File: config.mk
export PLATFORM = sky130hd
export DESIGN_NAME = cpu_sequencer
export DESIGN_NICKNAME = d
export VERILOG_FILES = /design/src/rtl/cpu_seq_pkg.sv /design/src/rtl/instr_class_decode.sv /design/src/rtl/cpu_sequencer.sv
export SDC_FILE = /design/constraint.sdc
export NUM_CORES = 1
export LEC_CHECK = 0
export BUFFER_PORTS_ARGS = -buffer_cell sky130_fd_sc_hd__buf_2
export CORE_MARGIN = 2
export CORE_UTILIZATION = 44
export CTS_BUF_LIST = sky130_fd_sc_hd__clkbuf_4 sky130_fd_sc_hd__clkbuf_8
export DETAILED_ROUTE_END_ITERATION = 8
export GPL_ROUTABILITY_DRIVEN = 1
export MAX_ROUTING_LAYER = met4
export PLACE_DENSITY = 0.8
export SLEW_MARGIN = 20
export SYNTH_ARGS = -nofsm -noshare
export SYNTH_HDL_FRONTEND = slang
export SYNTH_HIERARCHICAL = 1
export SYNTH_SLANG_ARGS = --single-unit
File: constraint.sdc
create_clock -name clock -period 2.65 [get_ports clock]
set_clock_uncertainty 0.15 [all_clocks]
set_input_delay 0.3975 -clock clock [delete_from_list [all_inputs] [get_ports clock]]
set_output_delay 0.3975 -clock clock [all_outputs]
set_load 0.02 [all_outputs]
File: src/rtl/cpu_seq_pkg.sv
// Shared types and constants for the CPU control sequencer and its opcode class decoder.
package cpu_seq_pkg;

    localparam int unsigned INSTR_W = 16;
    localparam int unsigned OPC_W   = 8;
    localparam int unsigned NIB_W   = 4;
    localparam int unsigned STATE_W = 3;
    localparam int unsigned WB_W    = 2;
    localparam int unsigned RET_W   = 32;

    typedef enum logic [STATE_W-1:0] {
        FETCH  = 3'd0,
        DECODE = 3'd1,
        EXEC   = 3'd2,
        MEM    = 3'd3,
        WB     = 3'd4
    } state_t;

    localparam logic [WB_W-1:0] WB_ALU = 2'd0;
    localparam logic [WB_W-1:0] WB_MEM = 2'd1;
    localparam logic [WB_W-1:0] WB_PC  = 2'd2;

    // Major opcode nibble, opcode[7:4]
    localparam logic [NIB_W-1:0] OP_RTYPE   = 4'h0;
    localparam logic [NIB_W-1:0] OP_SPECIAL = 4'h4;
    localparam logic [NIB_W-1:0] OP_SHIFT   = 4'h8;
    localparam logic [NIB_W-1:0] OP_BCOND   = 4'hC;
    localparam logic [NIB_W-1:0] OP_LUI     = 4'hF;

    // Qualifier nibble under OP_SPECIAL, opcode[3:0]
    localparam logic [NIB_W-1:0] LOAD  = 4'h0;
    localparam logic [NIB_W-1:0] STOR  = 4'h4;
    localparam logic [NIB_W-1:0] JCOND = 4'hC;
    localparam logic [NIB_W-1:0] JAL   = 4'h8;

    typedef enum logic [2:0] {
        CLS_ALU   = 3'd0,
        CLS_LOAD  = 3'd1,
        CLS_STOR  = 3'd2,
        CLS_BCOND = 3'd3,
        CLS_JCOND = 3'd4,
        CLS_JAL   = 3'd5
    } instr_class_t;

endpackage

File: src/rtl/instr_class_decode.sv
// Combinational opcode-to-instruction-class decoder; shared with the hazard logic.
module instr_class_decode
    import cpu_seq_pkg::*;
(
    input  logic [OPC_W-1:0] i_opcode,
    output instr_class_t     o_class
);

    logic [NIB_W-1:0] w_major;
    logic [NIB_W-1:0] w_minor;

    assign w_major = i_opcode[OPC_W-1:NIB_W];
    assign w_minor = i_opcode[NIB_W-1:0];

    always_comb begin
        o_class = CLS_ALU;
        case (w_major)
            OP_RTYPE, OP_SHIFT, OP_LUI: o_class = CLS_ALU;
            OP_SPECIAL: begin
                case (w_minor)
                    LOAD:    o_class = CLS_LOAD;
                    STOR:    o_class = CLS_STOR;
                    JCOND:   o_class = CLS_JCOND;
                    JAL:     o_class = CLS_JAL;
                    default: o_class = CLS_ALU;
                endcase
            end
            OP_BCOND: o_class = CLS_BCOND;
            default:  o_class = CLS_ALU;
        endcase
    end

endmodule

File: src/rtl/cpu_sequencer.sv
// Multi-cycle fetch/decode/exec/mem/wb control FSM for the CPU core.
// Optional SEQ_RETIRE_CNT_EN adds a 32-bit retired-instruction counter output.
module cpu_sequencer
    import cpu_seq_pkg::*;
#(
    parameter int unsigned PC_W = 16
) (
    input  logic               clock,
    input  logic               reset,
    input  logic [INSTR_W-1:0] instr,
    input  logic               mem_ready,
    input  logic               flag_cond,
    output logic [OPC_W-1:0]   opcode,
    output logic               ir_load,
    output logic               mem_req,
    output logic               mem_we,
    output logic               addr_sel,
    output logic               reg_we,
    output logic [WB_W-1:0]    wb_sel,
    output logic               pc_inc,
    output logic               pc_load,
    output logic [STATE_W-1:0] state
`ifdef SEQ_RETIRE_CNT_EN
    ,
    output logic [RET_W-1:0]   retired
`endif
);

    if (PC_W < 1) begin : g_pc_w_check
        $error("PC_W must be at least 1");
    end

    state_t           r_state;
    state_t           w_state_nxt;
    logic [OPC_W-1:0] r_opcode;
    instr_class_t     w_cls;
    logic             w_unused_instr;

    assign w_unused_instr = ^instr[OPC_W-1:0];
    assign opcode         = r_opcode;
    assign state          = r_state;

    instr_class_decode u_class (
        .i_opcode (r_opcode),
        .o_class  (w_cls)
    );

    always_ff @(posedge clock or posedge reset) begin
        if (reset) r_state <= FETCH;
        else       r_state <= w_state_nxt;
    end

    always_comb begin
        w_state_nxt = r_state;
        case (r_state)
            FETCH:  if (mem_ready) w_state_nxt = DECODE;
            DECODE: w_state_nxt = EXEC;
            EXEC:   w_state_nxt = (w_cls == CLS_LOAD || w_cls == CLS_STOR) ? MEM : FETCH;
            MEM:    if (mem_ready) w_state_nxt = (w_cls == CLS_LOAD) ? WB : FETCH;
            WB:     w_state_nxt = FETCH;
            default: w_state_nxt = FETCH;
        endcase
    end

    // Strobes are forced low while reset is held, even though state already reads FETCH
    always_comb begin
        ir_load  = 1'b0;
        mem_req  = 1'b0;
        mem_we   = 1'b0;
        addr_sel = 1'b0;
        reg_we   = 1'b0;
        wb_sel   = WB_ALU;
        pc_inc   = 1'b0;
        pc_load  = 1'b0;
        if (!reset) begin
            case (r_state)
                FETCH: begin
                    mem_req = 1'b1;
                    ir_load = mem_ready;
                end
                EXEC: begin
                    case (w_cls)
                        CLS_LOAD, CLS_STOR: ;
                        CLS_BCOND, CLS_JCOND: begin
                            pc_load = flag_cond;
                            pc_inc  = !flag_cond;
                        end
                        CLS_JAL: begin
                            reg_we  = 1'b1;
                            wb_sel  = WB_PC;
                            pc_load = 1'b1;
                        end
                        default: begin
                            reg_we = 1'b1;
                            pc_inc = 1'b1;
                        end
                    endcase
                end
                MEM: begin
                    mem_req  = 1'b1;
                    addr_sel = 1'b1;
                    mem_we   = (w_cls == CLS_STOR);
                    pc_inc   = mem_ready && (w_cls == CLS_STOR);
                end
                WB: begin
                    reg_we = 1'b1;
                    wb_sel = WB_MEM;
                    pc_inc = 1'b1;
                end
                default: ;
            endcase
        end
    end

    // Opcode is held for the registered ALU translator; only a completed fetch updates it
    always_ff @(posedge clock or posedge reset) begin
        if (reset)                                r_opcode <= '0;
        else if (r_state == FETCH && mem_ready)   r_opcode <= instr[INSTR_W-1:OPC_W];
    end

`ifdef SEQ_RETIRE_CNT_EN
    logic [RET_W-1:0] r_retired;

    always_ff @(posedge clock or posedge reset) begin
        if (reset)                 r_retired <= '0;
        else if (pc_inc || pc_load) r_retired <= r_retired + RET_W'(1);
    end

    assign retired = r_retired;
`endif

endmodule
==> impl_metrics.env <==
export IMPL_run_status="complete, no violations"
export IMPL_final_critical_path_setup_slack_ns=0.0467
export IMPL_die_h_um=43.4
export IMPL_final_util_pct=62.2
export IMPL_clock_sink_count=11
export IMPL_synthesis_yosys_warnings=6
export IMPL_seq_power_share_pct=33.8
export IMPL_critical_path_endpoint_type="primary output"
export IMPL_most_common_layout_cells="sky130_fd_sc_hd__buf_2 (31), sky130_fd_sc_hd__dfrtp_1 (11), sky130_fd_sc_hd__mux2_2 (8)"
export IMPL_antenna_viol_nets_final=0
export IMPL_vias_per_cell=5.50
export IMPL_clock_power_share_pct=12.6
export IMPL_drc_errors=0
export IMPL_area_growth_synth_to_final_pct=34.1
export IMPL_setup_tns_ns=0
export IMPL_drt_wirelength_per_cell_um=13.1
export IMPL_cts_root_buf="sky130_fd_sc_hd__clkbuf_4"
export IMPL_post_synth_num_cell_types=30
export IMPL_antenna_found_initial=0
export IMPL_dpl_worst_slack_ns=0.258
export IMPL_worst_skew_pair_later_pin_latency_ns=0.27
export IMPL_area_of_the_die_sq_um=1880
export IMPL_dp_area_sq_um=856
export IMPL_first_pass_iters=4
export IMPL_timing_critical_path_mode_cell="sky130_fd_sc_hd__and4b_1"
export IMPL_antenna_cells=0
export IMPL_fillers=137
export IMPL_share_of_synthesized_area_occupied_by_flip_flops_and_latches_pct=40.4
export IMPL_grt_max_degree=12
export IMPL_maxClockFrequency_ghz=0.384
export IMPL_grt_total_usage_pct=19.0
export IMPL_cts_tree="yes"
export IMPL_comb_power_share_pct=53.6
export IMPL_ys_seq_elements=11
export IMPL_critical_path_max_fanout=3
export IMPL_pwr_density_cell_nw_per_um2=1080
export IMPL_final_hold_violation_count=0
export IMPL_routed_via_count=655
export IMPL_detail_route_wirelength_mm=1.56
export IMPL_gp_congestion=0.755
export IMPL_path_buf_inv=1
export IMPL_min_delay_path_class="primary input to asynchronous set/reset pin"
export IMPL_clk_pin_slew_worst_paths_ns=0.07
export IMPL_ioPinCount=40
export IMPL_buffer_ports_inserted=31
export IMPL_drv_cap=0
export IMPL_crit_path_cell_trace="nor3b_2 > and4b_1 > and4b_1 > a31oi_2 > a31oi_1 > a211oi_1 > buf_2"
export IMPL_netSwitchingFraction_pct=44.0
export IMPL_cts_max_path_buffers=2
export IMPL_worst_slew_margin_rel_pct=73.3
export IMPL_initialDrtViolationCount=5
export IMPL_switching_power_w=0.000434
export IMPL_start_util_pct=46.3
export IMPL_design_core_area_sq_um=1470
export IMPL_timing_critical_path_slowest_cell_delay_ns=0.41
export IMPL_stdcell_area_sq_um=915
export IMPL_post_synth_instance_area_sq_um=682
export IMPL_finalMaxSlewViolations=0
export IMPL_first_global_vias=588
export IMPL_detailed_place_hpwl_mm=1.20
export IMPL_finalSetupViolations=0
export IMPL_grt_first_pass_wirelength_mm=2.53
export IMPL_cts_buffers_inserted=3
export IMPL_leakagePower_nw=0.446
export IMPL_die_w_um=43.4
export IMPL_cellInternalPower_w=0.000552
export IMPL_path_delay_family="simple AND/OR/NAND/NOR gates"
export IMPL_crit_path_start_kind="register"
export IMPL_grt_overflow=0
export IMPL_arrival_ns=2.06
export IMPL_synth_nets=86
export IMPL_final_period_minus_worst_setup_slack_ns=2.60
export IMPL_rsz0062_at_grt="yes"
export IMPL_ctsHoldBuffers=0
export IMPL_vdd_ir_drop_worst_mv=0.646
export IMPL_critical_path_required_ns=2.10
export IMPL_cts_max_level=1
export IMPL_ratio_of_cells_with_drive_above_1_in_the_final_layout_pct=51.5
export IMPL_synth_area_per_cell_sq_um=10.3
export IMPL_max_slew_worst_pin_slew_ns=0.400
export IMPL_critical_path_slowest_cell="sky130_fd_sc_hd__dfrtp_1"
export IMPL_num_rows=14
export IMPL_crit_type="register to primary output"
export IMPL_fin_nets=124
export IMPL_power_total_w=0.000986
export IMPL_min_period_over_period_pct=98.2
export IMPL_syn_instance_count=66
export IMPL_final_common_cell="sky130_fd_sc_hd__buf_2"
-- layer usage --
| metal | wire length, um | global-route usage, % |
|---|---|---|
| met1 | 660 | 22.7 |
| met2 | 771 | 28.7 |
| met3 | 84 | 4.17 |
| met4 | 44 | 12.7 |
| met5 | 0 | - |
-- metrics by stage --
| stage | instances | hold slack, ns |
|---|---|---|
| floorplan | 66 | 0.276 |
| global placement | 112 | 0.311 |
| detailed placement | 112 | 0.313 |
| CTS | 117 | 0.0186 |
| global route | 119 | 0.0627 |
| finish | 119 | 0.0125 |
-- cell usage after synthesis (all sizes together) --
cell type | count | area (sq um)
a211o | 1 | 8.76
or3b | 2 | 20.0
nor4b | 1 | 15.0
o21a | 2 | 15.0
nand3b | 2 | 15.0
inv | 2 | 7.51
o41ai | 1 | 16.3
o21ai | 1 | 5.00
a211oi | 2 | 15.0
buf | 1 | 5.00
nor4 | 1 | 6.26
dfrtp | 11 | 275
or4b | 1 | 10.0
and4b | 2 | 20.0
o22ai | 1 | 6.26
a31oi | 2 | 12.5
mux2 | 8 | 90.1
nor3 | 3 | 15.0
nand2 | 3 | 11.3
xnor2 | 1 | 8.76
a21oi | 2 | 10.0
and2 | 1 | 6.26
nor2 | 8 | 37.5
or2b | 1 | 7.51
clkbuf | 1 | 3.75
nand2b | 3 | 18.8
nor3b | 2 | 20.0
-- flip-flops by register name, indices dropped and copies added (netlist names) --
register  count
state         3
opcode        8
-- final timing paths --
check,start,to,slack [ns],cells after the start
max in group asynchronous,reset,opcode[4],2.06,2
worst max register to register,opcode[5],state[0],1.00,5
min in group clock,instr[14],opcode[6],0.20,2
worst min register to register,opcode[6],opcode[6],0.39,1
worst max-delay path,opcode[5],pc_inc,0.05,7
worst min-delay path,reset,state[2],0.01,2
-- logic make-up after synthesis --
kind of cell / share of synthesized area, %
xor gates and xnor gates: 1.28
and+or+nand+nor: 29.7
DFF: 40.4
muxes: 13.2
buffers and inverters: 2.38
AOI/OAI and AO/OA: 13.0
-- power groups by stage --
stage	clock, W	combinational (W)	sequential, W
2_1_floorplan	0	0.000258	0.000418
3_3_place_gp	0	0.000478	0.000332
3_5_place_dp	0	0.000489	0.000341
4_1_cts	0.000126	0.000507	0.000336
5_1_grt	0.000133	0.000575	0.000348
6_report	0.000124	0.000529	0.000333
-- final cells by class --
class                           count  area (sq um)  area share [%]
Clock buffer                        4          30.0            3.28
Inverter                            2          7.51           0.821
Multi-Input combinational cell     51           397            43.4
Sequential cell                    11           275            30.1
Tap cell                           16          20.0            2.19
Timing Repair Buffer               35           185            20.2
-- timing repair --
action | 4_1_cts | 5_1_grt
buffers inserted | 1 | 2
pin swaps | 2 | 3
gates resized for setup | 1 | 0
setup endpoints to repair | 1 | 1
Power figures use the tool's default switching activity.
